==> config.mk <==
export PLATFORM = sky130hd
export DESIGN_NAME = uart_rx
export DESIGN_NICKNAME = d
export VERILOG_FILES = /design/src/rtl/uart_rx.sv
export SDC_FILE = /design/constraint.sdc
export NUM_CORES = 1
export LEC_CHECK = 0
export ABC_AREA = 1
export CORE_AREA = 5 5 56 58
export CTS_CLUSTER_SIZE = 30
export DETAILED_ROUTE_END_ITERATION = 10
export DIE_AREA = 0 0 61 63
export PLACE_DENSITY = 0.75
export SYNTH_ARGS = -nofsm -noshare
export SYNTH_HDL_FRONTEND = slang
export SYNTH_SLANG_ARGS = --single-unit
==> constraint.sdc <==
create_clock -name i_clk -period 2.11 [get_ports i_clk]
set_input_delay 0.3165 -clock i_clk [delete_from_list [all_inputs] [get_ports i_clk]]
set_output_delay 0.3165 -clock i_clk [all_outputs]
set_load 0.02 [all_outputs]
==> src/rtl/uart_rx.sv <==
// uart_rx: 8N1 UART receiver with 2-flop synchronizer, tick-enabled bit timing and a valid/ready output register
module uart_rx #(
    parameter int CLKS_PER_BIT = 16
) (
    input  logic       i_clk,
    input  logic       i_rst,
    input  logic       i_clk_en,
    input  logic       i_rx,
    input  logic       i_ready,
    output logic [7:0] o_data,
    output logic       o_valid,
    output logic       o_frame_err,
    output logic       o_overrun
);
    localparam int CW = $clog2(CLKS_PER_BIT);
    localparam logic [CW-1:0] HALF = CW'(CLKS_PER_BIT / 2 - 1);
    localparam logic [CW-1:0] LAST = CW'(CLKS_PER_BIT - 1);
    localparam logic [2:0] IDLE      = 3'd0;
    localparam logic [2:0] START     = 3'd1;
    localparam logic [2:0] DATA      = 3'd2;
    localparam logic [2:0] STOP      = 3'd3;
    localparam logic [2:0] WAIT_HIGH = 3'd4;

    logic [1:0]    sync_q, sync_d;
    logic [2:0]    state_q, state_d;
    logic [CW-1:0] cnt_q, cnt_d;
    logic [2:0]    idx_q, idx_d;
    logic [7:0]    sr_q, sr_d;
    logic [7:0]    data_q, data_d;
    logic          valid_q, valid_d;
    logic          ferr_q, ferr_d;
    logic          ovr_q, ovr_d;
    logic          rx_s, done, bad_stop, at_last;

    assign rx_s    = sync_q[1];
    assign at_last = cnt_q == LAST;

    always_comb begin
        sync_d   = {sync_q[0], i_rx};
        state_d  = state_q;
        cnt_d    = cnt_q;
        idx_d    = idx_q;
        sr_d     = sr_q;
        done     = 1'b0;
        bad_stop = 1'b0;
        case (state_q)
            IDLE: begin
                if (i_clk_en && !rx_s) begin
                    state_d = START;
                    cnt_d   = '0;
                end
            end
            START: begin
                if (i_clk_en) begin
                    cnt_d = (cnt_q == HALF) ? '0 : cnt_q + 1'b1;
                    if (cnt_q == HALF) state_d = rx_s ? IDLE : DATA;
                end
            end
            DATA: begin
                if (i_clk_en) begin
                    cnt_d = at_last ? '0 : cnt_q + 1'b1;
                    if (at_last) begin
                        sr_d  = {rx_s, sr_q[7:1]};
                        idx_d = idx_q + 3'd1;
                        if (idx_q == 3'd7) state_d = STOP;
                    end
                end
            end
            STOP: begin
                if (i_clk_en) begin
                    cnt_d = at_last ? '0 : cnt_q + 1'b1;
                    if (at_last) begin
                        state_d  = rx_s ? IDLE : WAIT_HIGH;
                        done     = rx_s;
                        bad_stop = !rx_s;
                    end
                end
            end
            WAIT_HIGH: state_d = (i_clk_en && rx_s) ? IDLE : WAIT_HIGH;
            default:   state_d = IDLE;
        endcase
        // a completed byte is accepted whenever the holding register is empty or being drained this cycle
        valid_d = done || (valid_q && !i_ready);
        data_d  = (done && (!valid_q || i_ready)) ? sr_q : data_q;
        ovr_d   = done && valid_q && !i_ready;
        ferr_d  = bad_stop;
    end

    always_ff @(posedge i_clk) begin
        if (i_rst) begin
            sync_q  <= 2'b11;
            state_q <= IDLE;
            cnt_q   <= '0;
            idx_q   <= '0;
            sr_q    <= '0;
            data_q  <= '0;
            valid_q <= 1'b0;
            ferr_q  <= 1'b0;
            ovr_q   <= 1'b0;
        end else begin
            sync_q  <= sync_d;
            state_q <= state_d;
            cnt_q   <= cnt_d;
            idx_q   <= idx_d;
            sr_q    <= sr_d;
            data_q  <= data_d;
            valid_q <= valid_d;
            ferr_q  <= ferr_d;
            ovr_q   <= ovr_d;
        end
    end

    assign o_data      = data_q;
    assign o_valid     = valid_q;
    assign o_frame_err = ferr_q;
    assign o_overrun   = ovr_q;
endmodule

### After elaboration in Yosys (flattened, before gate mapping)

Index checks and enable logic that the tools add are counted.

| operators by class | value |
|---|---|
| reduce and logical (&&, ||, !) cells | 18 |
| add/sub/neg operators | 2 |
| equal/unequal tests | 16 |
| mux-type cells | 21 |
| bitwise operators | 3 |

Operators by type and width:

| cell | count |
|---|---|
| 3-bit 2-to-1 mux | 10 |
| 4-bit 2-to-1 mux | 5 |
| 2-bit != test (second input constant) | 8 |
| 3-bit one-hot mux with 5 select lines | 1 |
| 4-bit one-hot mux with 3 select lines | 1 |
| 8-bit AND reduction | 1 |
| 3-bit by 2-bit equality test with 1-bit output (second input constant) | 2 |
| 3-bit equality test (second input constant) | 2 |
| 1-bit logical AND | 6 |
| 4-bit by 1-bit adder with 4-bit output (second input constant) | 1 |
| 4-bit by 3-bit equality test with 1-bit output (second input constant) | 1 |
| 4-bit equality test (second input constant) | 1 |
| 4-bit AND reduction | 1 |
| 4-bit OR reduction | 1 |
| 3-bit by 1-bit adder with 3-bit output (second input constant) | 1 |
| 3-bit by 1-bit equality test with 1-bit output (second input constant) | 1 |
| 1-bit zero test | 3 |
| 3-bit zero test | 1 |
| 1-bit 2-to-1 mux | 3 |
| 1-bit inverter | 3 |
| 3-bit AND reduction | 1 |
| 3-bit nonzero test | 1 |
| 1-bit logical OR | 2 |
| 2-bit 2-to-1 mux | 1 |
| 2 further kinds | 2 |

| word-level totals | value |
|---|---|
| word-level logic and storage cells | 69 |
| register bits | 31 |
| output and inout bits | 11 |
| input bits | 5 |

### Logic depth before layout (Yosys ltp)

| depth | value |
|---|---|
| depth in word-level cells | 6 |
| mapped depth | 10 |
| gate-level depth less buffers | 9 |

### Worst setup path after synthesis

Ideal clock, no wire load.

| path | value |
|---|---|
| path type | flip-flop to flip-flop |
| start point | register cnt_q[0] |
| end point | register data_q[1], in the netlist o_data[1] |
| stages on the path, launching flop included | 10 |
| setup time | 113 ps |
| buffers on the path | 1 |
| data required time | 1997 ps |
| arrival time | 1292 ps |
| path slack | 705 ps |
| period minus slack after synthesis | 1405 ps |
| cells stage by stage | dfxtp_1 > ha_1 > nand2_1 > nor2_4 > nand3_2 > nor2_4 > nand2_4 > buf_6 > nor2_1 > nor2_1 |

| on the way | value |
|---|---|
| cells in the longest elaborated chain, start to end | 5 |

Ends and longest elaborated chain:

| element | RTL line | text |
|---|---|---|
| start, declared | 26 | `logic [CW-1:0] cnt_q, cnt_d;` |
| start signal, assigned | 103 | `cnt_q <= cnt_d;` |
| 4-bit equality test | 36 | `assign at_last = cnt_q == LAST;` |
| 1-bit 2-to-1 mux | 72 | `if (at_last) begin` |
| 1-bit 2-to-1 mux | 70 | `if (i_clk_en) begin` |
| 1-bit 2-to-1 mux | 46 | `case (state_q)` |
| 1-bit logical AND | 84 | `data_d = (done && (!valid_q \|\| i_ready)) ? sr_q : data_q;` |
| end signal, assigned | 106 | `data_q <= data_d;` |
| end, declared | 29 | `logic [7:0] data_q, data_d;` |

Every way passes these cells.
A chain may end at the register's enable or synchronous reset.

### Worst setup path in the final report

| path | value |
|---|---|
| start point | register data_q[7], in the netlist o_data[7] |
| end point | output o_data[7] |

RTL lines:

| element | RTL line | text |
|---|---|---|
| end, declared | 10 | `output logic [7:0] o_data,` |

No word-level cell between the ends.

==> impl_metrics.tcl <==
set metrics [dict create \
    grtUsageTotal_pct 15.9 \
    r2r_end "sr_q[3]" \
    clockBufferDepth 2 \
    cp-start-kind "register" \
    rsz0062_at_grt "no" \
    post-route-util_pct 63.9 \
    fin_crit_sh_pct 75.6 \
    worstPathRequired_ns 1.79 \
    grt_first_pass_wirelength_mm 4.76 \
    cts.sinks 31 \
    avgViaCountPerCell 4.88 \
    p_leak_nw 0.768 \
    timing.hold.ws_ns 0.435 \
    synthesis.area_mm2 0.00142 \
    intPower_mw 1.00 \
    end_kind "output port" \
    synth_compound_area_share_pct 6.44 \
    place.gp.congestion 0.913 \
    ys_seq_area_share_pct 43.7 \
    post_cts_buffers 0 \
    cts_resized 0 \
    synth.mux.area_fraction_pct 0 \
    grt.overflow.total 0 \
    pwr-share-clk_pct 33.3 \
    wl_per_cell_um 10.3 \
    root_buffer "clkbuf_4" \
    cellPowerDensity_mw_per_mm2 861 \
    cts_buffers 5 \
    yosys.area_share.simple_pct 37.3 \
    clkTransAtPathRegs_ns 0.10 \
    synth_top_family_by_area "simple AND/OR/NAND/NOR gates" \
    area_growth_pct 17.7 \
    dp_cells 250 \
    grt_pass1_vias 1227 \
    cp_slowest_cell "clkdlybuf4s50_1" \
    final_common_cell "nor2_1" \
    die_h_um 63 \
    worstHoldPathCells 1 \
    synth_cells 207 \
    fin_cells 258 \
    relSlewSlack_pct 66.3 \
    wl_mm 2.65 \
    power_switching_mw 0.437 \
    outcome "completed" \
    cts_hold_buf 0 \
    fin_nets 234 \
    clk_latency_ns 0.32 \
    vias 1258 \
    drv_slew 0 \
    hp-start "sync_q[0]" \
    post-dp-hpwl_mm 1.99 \
    die-area_mm2 0.00384 \
    final_cell_mix "57 x nor2_1, 41 x nand2_1, 31 x dfxtp_1, 24 x inv_1, 15 x clkdlybuf4s50_1" \
    dieWidth_um 61 \
    holdPathEnd "sync_q[1]" \
    fmax_ghz 0.627 \
    ios 16 \
    synthAdderAreaFrac_pct 2.65 \
    cts_tree "yes" \
    final_hold_viol_count 0 \
    critPathMaxStageDelay_ns 0.60 \
    syn-num-nets 215 \
    fillers 249 \
    htree_num_levels 2 \
    place.port_buffers 15 \
    ys_ff_latch 31 \
    first_iter_violations 88 \
    yosys_warnings 0 \
    cp.buffers_inverters 1 \
    cp.arrival_ns 1.28 \
    drc 0 \
    rows 19 \
    synth_xor_area_share_pct 0 \
    core_mm2 0.00262 \
    critPathKind "reg2out" \
    antenna-diode-count 0 \
    antenna_found_initial 0 \
    r2r_cells 7 \
    worstPathCellList "clkdlybuf4s50_1" \
    tightest_slew_ns 0.505 \
    p_comb_share_pct 21.4 \
    finalSetupViolCount 0 \
    fin_crit_ns 1.59 \
    design_area_mm2 0.00167 \
    place_area_mm2 0.00158 \
    r2r-start "cnt_q[0]" \
    drive_gt1_share_pct 9.69 \
    max_cap_violations 0 \
    syn_area_per_cell_um2 6.85 \
    grt_max_degree 21 \
    synth.distinct_cells 24 \
    tns_ns 0 \
    r2r_slack_ns 0.56 \
    p_seq_share_pct 45.3 \
    start_util_pct 54.3 \
    critPathTopFamily "buffers and inverters" \
    swShare_pct 30.4 \
    clock_skew_ns 0.00935 \
    worstHoldPathType "reg2reg" \
    peakVddDrop_v 0.000592 \
    ant_nets 0 \
    crit_fanout 2 \
    dr.pass1.iters 4 \
]
[final cells by class]
cell class | instances | area (um2) | share of cell area, %
multi-input combinational | 144 | 658 | 39.4
sequential | 31 | 621 | 37.2
timing repair buffer | 17 | 165 | 9.89
inverter | 27 | 101 | 6.07
clock buffer | 6 | 51.3 | 3.07
tap | 31 | 38.8 | 2.32
clock inverter | 2 | 35.0 | 2.10
[registers in the layout, indices dropped and copies added, names as in the netlist]
name / count
o_overrun: 1
o_frame_err: 1
o_valid: 1
sr_q: 8
state_q: 3
cnt_q: 4
o_data: 8
idx_q: 3
sync_q: 2
[stage by stage]
| stage | setup WS (ns) | power [mW] |
|---|---|---|
| 6_report | 0.515 | 1.44 |
| 5_1_grt | 0.397 | 1.54 |
| 4_1_cts | 0.494 | 1.45 |
| 3_5_place_dp | 0.392 | 0.972 |
| 3_3_place_gp | 0.422 | 0.962 |
| 2_1_floorplan | 0.705 | 0.914 |
[per-layer routing]
layer | GRT usage (%) | share of wire [%] | wire length (um)
met1 | 18.6 | 44 | 1170
met2 | 26.1 | 50 | 1330
met3 | 5.17 | 4.7 | 125
met4 | 6.50 | 1.0 | 27
met5 | 0 | 0 | 0
[logic make-up (layout without fill, tap and decap cells)]
logic type               after synthesis  in the layout
buffers and inverters                 32             52
adder cells (fa/ha/maj)                3              3
AND/OR/NAND/NOR                      124            124
AO/OA/AOI/OAI                         17             17
flip-flops                            31             31
[cell usage after synthesis, drive strengths merged]
cell    number  area share (%)
nor2        60              17
nand3       15             5.6
dfxtp       31              44
a21oi        4             1.7
inv         26             6.9
nor3         2            0.71
buf          3             2.1
nand2       44              13
o21ai       12             4.2
clkbuf       2            0.62
o31ai        1            0.53
nand4        1            0.44
ha           3             2.6
clkinv       1            0.26
or2          2            0.88
[worst max-delay path by stage]
stage / end / from / slack, ns / cells past startpoint
finish: o_data[7] / o_data[7] / 0.52 / 1
global route: sr_q[2] / cnt_q[0] / 0.40 / 7
CTS: o_data[3] / o_data[3] / 0.49 / 1
floorplan: o_data[1] / cnt_q[0] / 0.71 / 9
global placement: o_data[3] / i_rst / 0.42 / 5
detailed placement: o_data[3] / i_rst / 0.39 / 5
[power groups by stage]
stage / Clock (mW) / Sequential, mW / Combinational (mW)
global placement: 0 / 0.661 / 0.301
detailed placement: 0 / 0.665 / 0.307
finish: 0.478 / 0.651 / 0.308
global route: 0.525 / 0.657 / 0.354
CTS: 0.491 / 0.651 / 0.309
floorplan: 0 / 0.644 / 0.270
No activity file was read; power rests on OpenSTA's default activity.
